**src/rtl/conv_seq_ctrl.sv**
```systemverilog
// ---------------------------------------------------------------------------
// conv_seq_ctrl
//
// Initiator-side sequencer for the PIM convolution unit. One packed feature
// vector is accepted per upstream handshake and held on the unit's feature
// bus. For each crossbar column address 0..DEPTH-1 the unit is restarted
// (one-cycle low pulse on cu_rst_n), its completion flag is awaited and the
// result is captured. Each captured result is then offered downstream with
// its address and a last flag.
//
// Ports:
//   clk          clock
//   rst          synchronous active-low reset
//   in_valid     upstream vector valid
//   in_ready     upstream ready (high only in IDLE, low while rst is low)
//   in_data      packed feature vector (INPUT_SIZE*INPUT_P bits)
//   cu_feature   registered copy of in_data, held for the whole vector
//   cu_address   current crossbar column address
//   cu_rst_n     unit reset; low for one cycle per address and during rst
//   cu_done      unit completion flag (level, sticky until unit reset)
//   cu_result    unit result (OUT_P bits)
//   out_valid    captured result valid
//   out_ready    downstream ready
//   out_data     captured result, passed through unmodified
//   out_addr     address that produced out_data
//   out_last     high with the result for address DEPTH-1
//   busy         high in any state other than IDLE
//   err          sticky watchdog timeout flag
//
// Build option:
//   CONV_SEQ_TIMEOUT_EN  enables a RUN-state watchdog of TIMEOUT cycles.
//                        On expiry err is set, a zero result is emitted for
//                        that address and the sequence continues. Without
//                        it RUN waits indefinitely and err is tied low.
// ---------------------------------------------------------------------------
module conv_seq_ctrl #(
    parameter  int INPUT_SIZE = 49,
    parameter  int INPUT_P    = 8,
    parameter  int DEPTH      = 2,
    parameter  int OUT_P      = 8,
    parameter  int TIMEOUT    = 64,
    localparam int AW         = (DEPTH > 1) ? $clog2(DEPTH) : 1
) (
    input  logic                          clk,
    input  logic                          rst,
    input  logic                          in_valid,
    output logic                          in_ready,
    input  logic [INPUT_SIZE*INPUT_P-1:0] in_data,
    output logic [INPUT_SIZE*INPUT_P-1:0] cu_feature,
    output logic [AW-1:0]                 cu_address,
    output logic                          cu_rst_n,
    input  logic                          cu_done,
    input  logic [OUT_P-1:0]              cu_result,
    output logic                          out_valid,
    input  logic                          out_ready,
    output logic [OUT_P-1:0]              out_data,
    output logic [AW-1:0]                 out_addr,
    output logic                          out_last,
    output logic                          busy,
    output logic                          err
);

    localparam logic [AW-1:0] LAST_ADDR = AW'(DEPTH - 1);

    typedef enum logic [1:0] {
        IDLE   = 2'd0,
        CLEAR  = 2'd1,
        RUN    = 2'd2,
        OUTPUT = 2'd3
    } state_t;

    state_t                          state_q, state_d;
    logic [INPUT_SIZE*INPUT_P-1:0]   feature_q;
    logic [AW-1:0]                   addr_q;
    logic                            guard_q;
    logic [OUT_P-1:0]                out_data_q;
    logic [AW-1:0]                   out_addr_q;
    logic                            out_last_q;

    // Strobes decoded from the current state and inputs
    logic accept;
    logic capture;
    logic timeout_hit;
    logic advance;

`ifdef CONV_SEQ_TIMEOUT_EN
    localparam int             WD_W    = $clog2(TIMEOUT + 1);
    localparam logic [WD_W-1:0] WD_LAST = WD_W'(TIMEOUT - 1);

    logic [WD_W-1:0] wdog_q;
    logic            err_q;
`endif

    // -----------------------------------------------------------------------
    // Next-state and strobe decode
    // -----------------------------------------------------------------------
    always_comb begin
        state_d     = state_q;
        accept      = 1'b0;
        capture     = 1'b0;
        timeout_hit = 1'b0;
        advance     = 1'b0;

        case (state_q)
            IDLE: begin
                if (in_valid) begin
                    accept  = 1'b1;
                    state_d = CLEAR;
                end
            end

            CLEAR: begin
                state_d = RUN;
            end

            RUN: begin
                // The first RUN cycle ignores cu_done: a level left over from
                // the previous run may still be visible right after restart.
                if (!guard_q && cu_done) begin
                    capture = 1'b1;
                end
`ifdef CONV_SEQ_TIMEOUT_EN
                else if (wdog_q == WD_LAST) begin
                    capture     = 1'b1;
                    timeout_hit = 1'b1;
                end
`endif
                if (capture) begin
                    state_d = OUTPUT;
                end
            end

            OUTPUT: begin
                if (out_ready) begin
                    if (out_last_q) begin
                        state_d = IDLE;
                    end else begin
                        advance = 1'b1;
                        state_d = CLEAR;
                    end
                end
            end

            default: begin
                state_d = IDLE;
            end
        endcase
    end

    // -----------------------------------------------------------------------
    // State and datapath registers
    // -----------------------------------------------------------------------
    always_ff @(posedge clk) begin
        if (!rst) begin
            state_q    <= IDLE;
            feature_q  <= '0;
            addr_q     <= '0;
            guard_q    <= 1'b0;
            out_data_q <= '0;
            out_addr_q <= '0;
            out_last_q <= 1'b0;
        end else begin
            state_q <= state_d;
            // High exactly during the first RUN cycle after a restart
            guard_q <= (state_q == CLEAR);

            if (accept) begin
                feature_q <= in_data;
                addr_q    <= '0;
            end else if (advance) begin
                addr_q <= addr_q + AW'(1);
            end

            if (capture) begin
                out_data_q <= timeout_hit ? '0 : cu_result;
                out_addr_q <= addr_q;
                out_last_q <= (addr_q == LAST_ADDR);
            end
        end
    end

`ifdef CONV_SEQ_TIMEOUT_EN
    // Watchdog restarts from zero on every entry to RUN, so the count is
    // per address rather than per vector.
    always_ff @(posedge clk) begin
        if (!rst) begin
            wdog_q <= '0;
            err_q  <= 1'b0;
        end else begin
            if (state_q == RUN) begin
                wdog_q <= wdog_q + WD_W'(1);
            end else begin
                wdog_q <= '0;
            end
            if (timeout_hit) begin
                err_q <= 1'b1;
            end
        end
    end

    assign err = err_q;
`else
    logic [31:0] unused_timeout;
    assign unused_timeout = TIMEOUT;
    assign err            = 1'b0;
`endif

    // -----------------------------------------------------------------------
    // Outputs
    // -----------------------------------------------------------------------
    // Gated by rst so upstream never sees ready while reset is held.
    assign in_ready   = rst && (state_q == IDLE);
    assign cu_rst_n   = rst && (state_q != CLEAR);
    assign cu_feature = feature_q;
    assign cu_address = addr_q;
    assign out_valid  = (state_q == OUTPUT);
    assign out_data   = out_data_q;
    assign out_addr   = out_addr_q;
    assign out_last   = out_last_q;
    assign busy       = (state_q != IDLE);

endmodule

```
**config.mk**
```make
export PLATFORM = sky130hd
export DESIGN_NAME = conv_seq_ctrl
export DESIGN_NICKNAME = d
export VERILOG_FILES = /design/src/rtl/conv_seq_ctrl.sv
export SDC_FILE = /design/constraint.sdc
export NUM_CORES = 1
export LEC_CHECK = 0
export ABC_CLOCK_PERIOD_IN_PS = 4450
export BUFFER_PORTS_ARGS = -buffer_cell sky130_fd_sc_hd__buf_2
export CAP_MARGIN = 15
export CORE_AREA = 2 2 314 316
export DETAILED_ROUTE_END_ITERATION = 10
export DIE_AREA = 0 0 316 318
export HOLD_SLACK_MARGIN = 0.12
export SETUP_SLACK_MARGIN = 0.2
export SLEW_MARGIN = 10
export SYNTH_ARGS = -nofsm -noshare
export SYNTH_HDL_FRONTEND = slang
export SYNTH_SLANG_ARGS = --single-unit
export TNS_END_PERCENT = 30
```
**constraint.sdc**
```tcl
create_clock -name clk -period 4.45 [get_ports clk]
set_input_delay 1.335 -clock clk [delete_from_list [all_inputs] [get_ports clk]]
set_output_delay 1.335 -clock clk [all_outputs]
set_load 0.02 [all_outputs]
```
# Yosys cells after proc, flatten, opt, wreduce, memory -nomap -nowiden

Index checks and enable logic that the tools add are counted.

Shift-type cells: 0
Equality and inequality tests: 7
Multipliers: 0
$lt $le $gt $ge: 0
Bitwise gates (word level): 1
Reduce and logical (&&, ||, !) cells: 8
Div/mod/pow operators: 0
Add/subtract/negate cells: 1
Multiplexer cells: 13

Operators with widths:

| operator              | number |
|---|---|
| $mux W1               | 9 |
| $pmux W2 S4           | 1 |
| $mux W2               | 3 |
| $eq A2 B2 Y1 const B  | 2 |
| $ne A2 B1 Y1 const B  | 2 |
| $ne A2 B2 Y1 const B  | 2 |
| $logic_and A1 B1 Y1   | 3 |
| $reduce_and A3 Y1     | 1 |
| $eq A2 B1 Y1 const B  | 1 |
| $logic_not A2 Y1      | 1 |
| $reduce_bool A2 Y1    | 1 |
| $reduce_or A2 Y1      | 1 |
| $add A1 B1 Y1 const B | 1 |
| $logic_not A1 Y1      | 1 |
| $not A1 Y1            | 1 |

Bits of input ports: 405
Latch bits: 0
Output and inout port bits: 408
Memory bits (read-only): 0
Logic and storage cells: 36
Register bits after elaboration: 405
RAM bits: 0
Memories kept: 0

# Depth between registers and ports, before layout

Word-level depth: 6
Mapped depth: 8
Depth with buffers taken out: 6

# Worst setup path after synthesis

No wires, ideal clock.

Path type: input to output
Start: input port rst
End: output port cu_rst_n
Slack: 0.997 ns
Data required time: 3.115 ns
Stages: 3
Buffers on the path: 2
Arrival time: 2.118 ns
Cells stage by stage: clkbuf_1 clkbuf_1 nor2b_1

Longest elaborated chain between the ends: 1

Ends and longest elaborated chain:

| element             | RTL line | source |
|---|---|---|
| from (decl)         | 45       | `input logic rst,` |
| $logic_and A1 B1 Y1 | 213      | `assign cu_rst_n = rst && (state_q != CLEAR);` |
| to (decl)           | 51       | `output logic cu_rst_n,` |

Every way passes these cells.

# Worst setup path in the final report

Ends and elaborated chain as after synthesis.

==> flow_summary.ini <==
[sta]
fin_crit_ns = 3.34
relSlewSlack_pct = 39.7
fin_setup_tns_ns = 0
setup_viol = 0
fmax_mhz = 299
finClkSkew_ns = 0.00913
drv_slew = 0
layout_setup_ws_ns = 1.11
rsz0062_at_grt = no
hold_viol = 0
finalCritPeriodShare_pct = 75.1
tightest_slew_ns = 0.904

[routing]
via_per_inst = 3.69
drt_first_pass_iters = 4
wl_per_cell_um = 13.3
drt_wl_total_um = 51300
drtAntennaViolNets = 0
drc = 0
drtIter0Drc = 865
dr_total_vias = 14200

[layout]
final_cell_mix = buf_2 (810), nand2_1 (784), dfxtp_1 (405)
layout_commonest_cell = buf_2
stdcell_area_um2 = 21900
stdcell_count = 3843
nets = 2933
areaGrowthSynthToFinish_pct = 46.1
drive_gt1_share_pct = 36.0
fillCellCount = 10900

[power_and_ir_drop]
p_leak_nw = 10.2
power.density_nw_per_um2 = 553
vdd_drop_max_mv = 0.279
power_w = 0.0121

[setup_path]
r2r_setup_slack_ns = 2.08
cp-start-kind = input port
worstPathMaxFanout = 65
r2r_start = state_q[0]$_SDFFE_PN0P_
path_buf_inv = 2
critPathRequiredTime_ns = 3.12
endpoint_kind = output pin
cp_top_family = buffers and inverters
cp_cell_sequence = buf_8, nor2b_1, buf_2
worst-r2r-cell-count = 8
r2r-end = cu_feature[44]$_SDFFE_PN0P_
arrival_ns = 2.01
critPathKind = input port to output pin
cp_slowest_cell = buf_8
critPathMaxStageDelay_ns = 0.29

[clock_network]
cts_buffers = 46
clockBufferDepth = 3
post_cts_buffers = 0
htree_levels = 2
tritoncts = done
clock_sinks = 405
cts-root-buf = clkbuf_16
ctsHoldBuffers = 0
clkLatencyLatePin_ns = 0.59
cts_resized = 0
clk_pin_slew_ns = 0.05

[place]
dp_slack_ns = 1.11
io_buffers = 811
gp_congestion = 0.829
dpl_cell_area_um2 = 20400
dp.cells = 3762
hpwl_um = 37500

[floorplanning]
initial_core_util_pct = 15.4
row_count = 115
ios = 813
die_w_um = 316
dieArea_um2 = 100000
die_y_um = 318
core_area_um2 = 97400

[yosys]
seq_area_frac_synth_pct = 54.0
ys_ff_latch = 405
synth_cell_types = 23
syn_inst = 1761
avgSynthCellArea_um2 = 8.52
synth_warnings = 0
synth_area_um2 = 15000
syn_nets = 2171

[grt]
grt_max_degree = 181
grt_pass1_wl_um = 76100
grt_pass1_vias = 13500
grt_use_total_pct = 9.54
overflow = 0
antenna_found_initial = 5

[status]
outcome = complete, no violations

[hold_path]
holdCritPathClass = register to register
worstHoldStart = cu_feature[324]$_SDFFE_PN0P_
min_path_cells = 2
min_to = cu_feature[324]$_SDFFE_PN0P_

[run]
cap_violations = 0
[sequential cells by signal, summed over array words and instances (netlist names)]
register and count:
cu_address 1, out_data 8, cu_feature 392, state_q 2
out_last 1, guard_q 1
[power by group]
part,internal (W),total (W),switching (W)
Clock,0.00225,0.00377,0.00152
Sequential,0.00432,0.00464,0.000329
Combinational,0.00125,0.00372,0.00248
Total,0.00781,0.0121,0.00433
[cell type report]
type	instances	area [um^2]	share of cell area [%]
sequential	405	8110	37.0
multi-input combinational	1217	6230	28.4
timing repair buffer	848	4480	20.4
tap	1287	1610	7.34
clock buffer	67	1340	6.11
clock inverter	10	136	0.622
inverter	5	18.8	0.0856
antenna	4	10.0	0.0456
[worst max path at each step]
stage / start / to / slack [ns] / cells after the start
after floorplan: rst / cu_rst_n / 1.0 / 3
after global placement: rst / cu_rst_n / 1.10 / 3
after detailed placement: rst / cu_rst_n / 1.11 / 3
after CTS: rst / cu_rst_n / 1.10 / 3
after global routing: rst / cu_rst_n / 1.06 / 3
final: rst / cu_rst_n / 1.11 / 3
[worst register-to-register path, stage by stage, from the launching register on]
cell and delay (ns):
dfxtp_1 0.35, inv_1 0.13, ha_1 0.30, inv_2 0.10
nor2_4 0.47, buf_12 0.28, buf_4 0.42, nand2_1 0.14
a21boi_1 0.12
[metrics by stage]
step / hold slack [ns] / util, %
final: 0.445 / 22.5
after global routing: 0.464 / 22.5
after CTS: 0.449 / 22.5
after detailed placement: 0.441 / 21.0
after global placement: 0.437 / 21.0
after floorplan: 0.519 / -
[cell families after synthesis]
group           after synthesis  synth area share [%]
simple gates                804                  20.5
buf+inv                     139                  4.57
mux                          10                 0.667
flops                       405                  54.0
fa+ha+maj                     5                 0.417
other cells                   1                0.0250
compound gates              396                  19.8
xor+xnor                      1                0.0584
[Yosys cell counts, drive strengths merged]
cell    instances  share of area (%)
conb            1              0.025
nand2         785                 20
and2            2              0.083
nand3b          3               0.15
nand2b          1              0.042
o21ai           1              0.033
xnor2           1              0.058
inv             5               0.13
a31oi           1              0.042
buf            91                3.4
a21oi           1              0.033
nor2            1              0.075
nor2b          11               0.46
and3            1              0.042
ha              5               0.42
a21boi        392                 20
dfxtp         405                 54
mux2i          10               0.67
a222oi          1              0.067
clkbuf         43                1.1
[per-layer routing]
metal | track usage (%) | up-vias | routed length [um]
met2 | 17.0 | 519 | 25500
met4 | 3.75 | 0 | 1470
met3 | 3.29 | 81 | 4620
met1 | 10.3 | 6446 | 19700
met5 | 0 | - | 0
li1 | - | 7151 | -
Note: power is estimated with default switching activity, not from simulation.
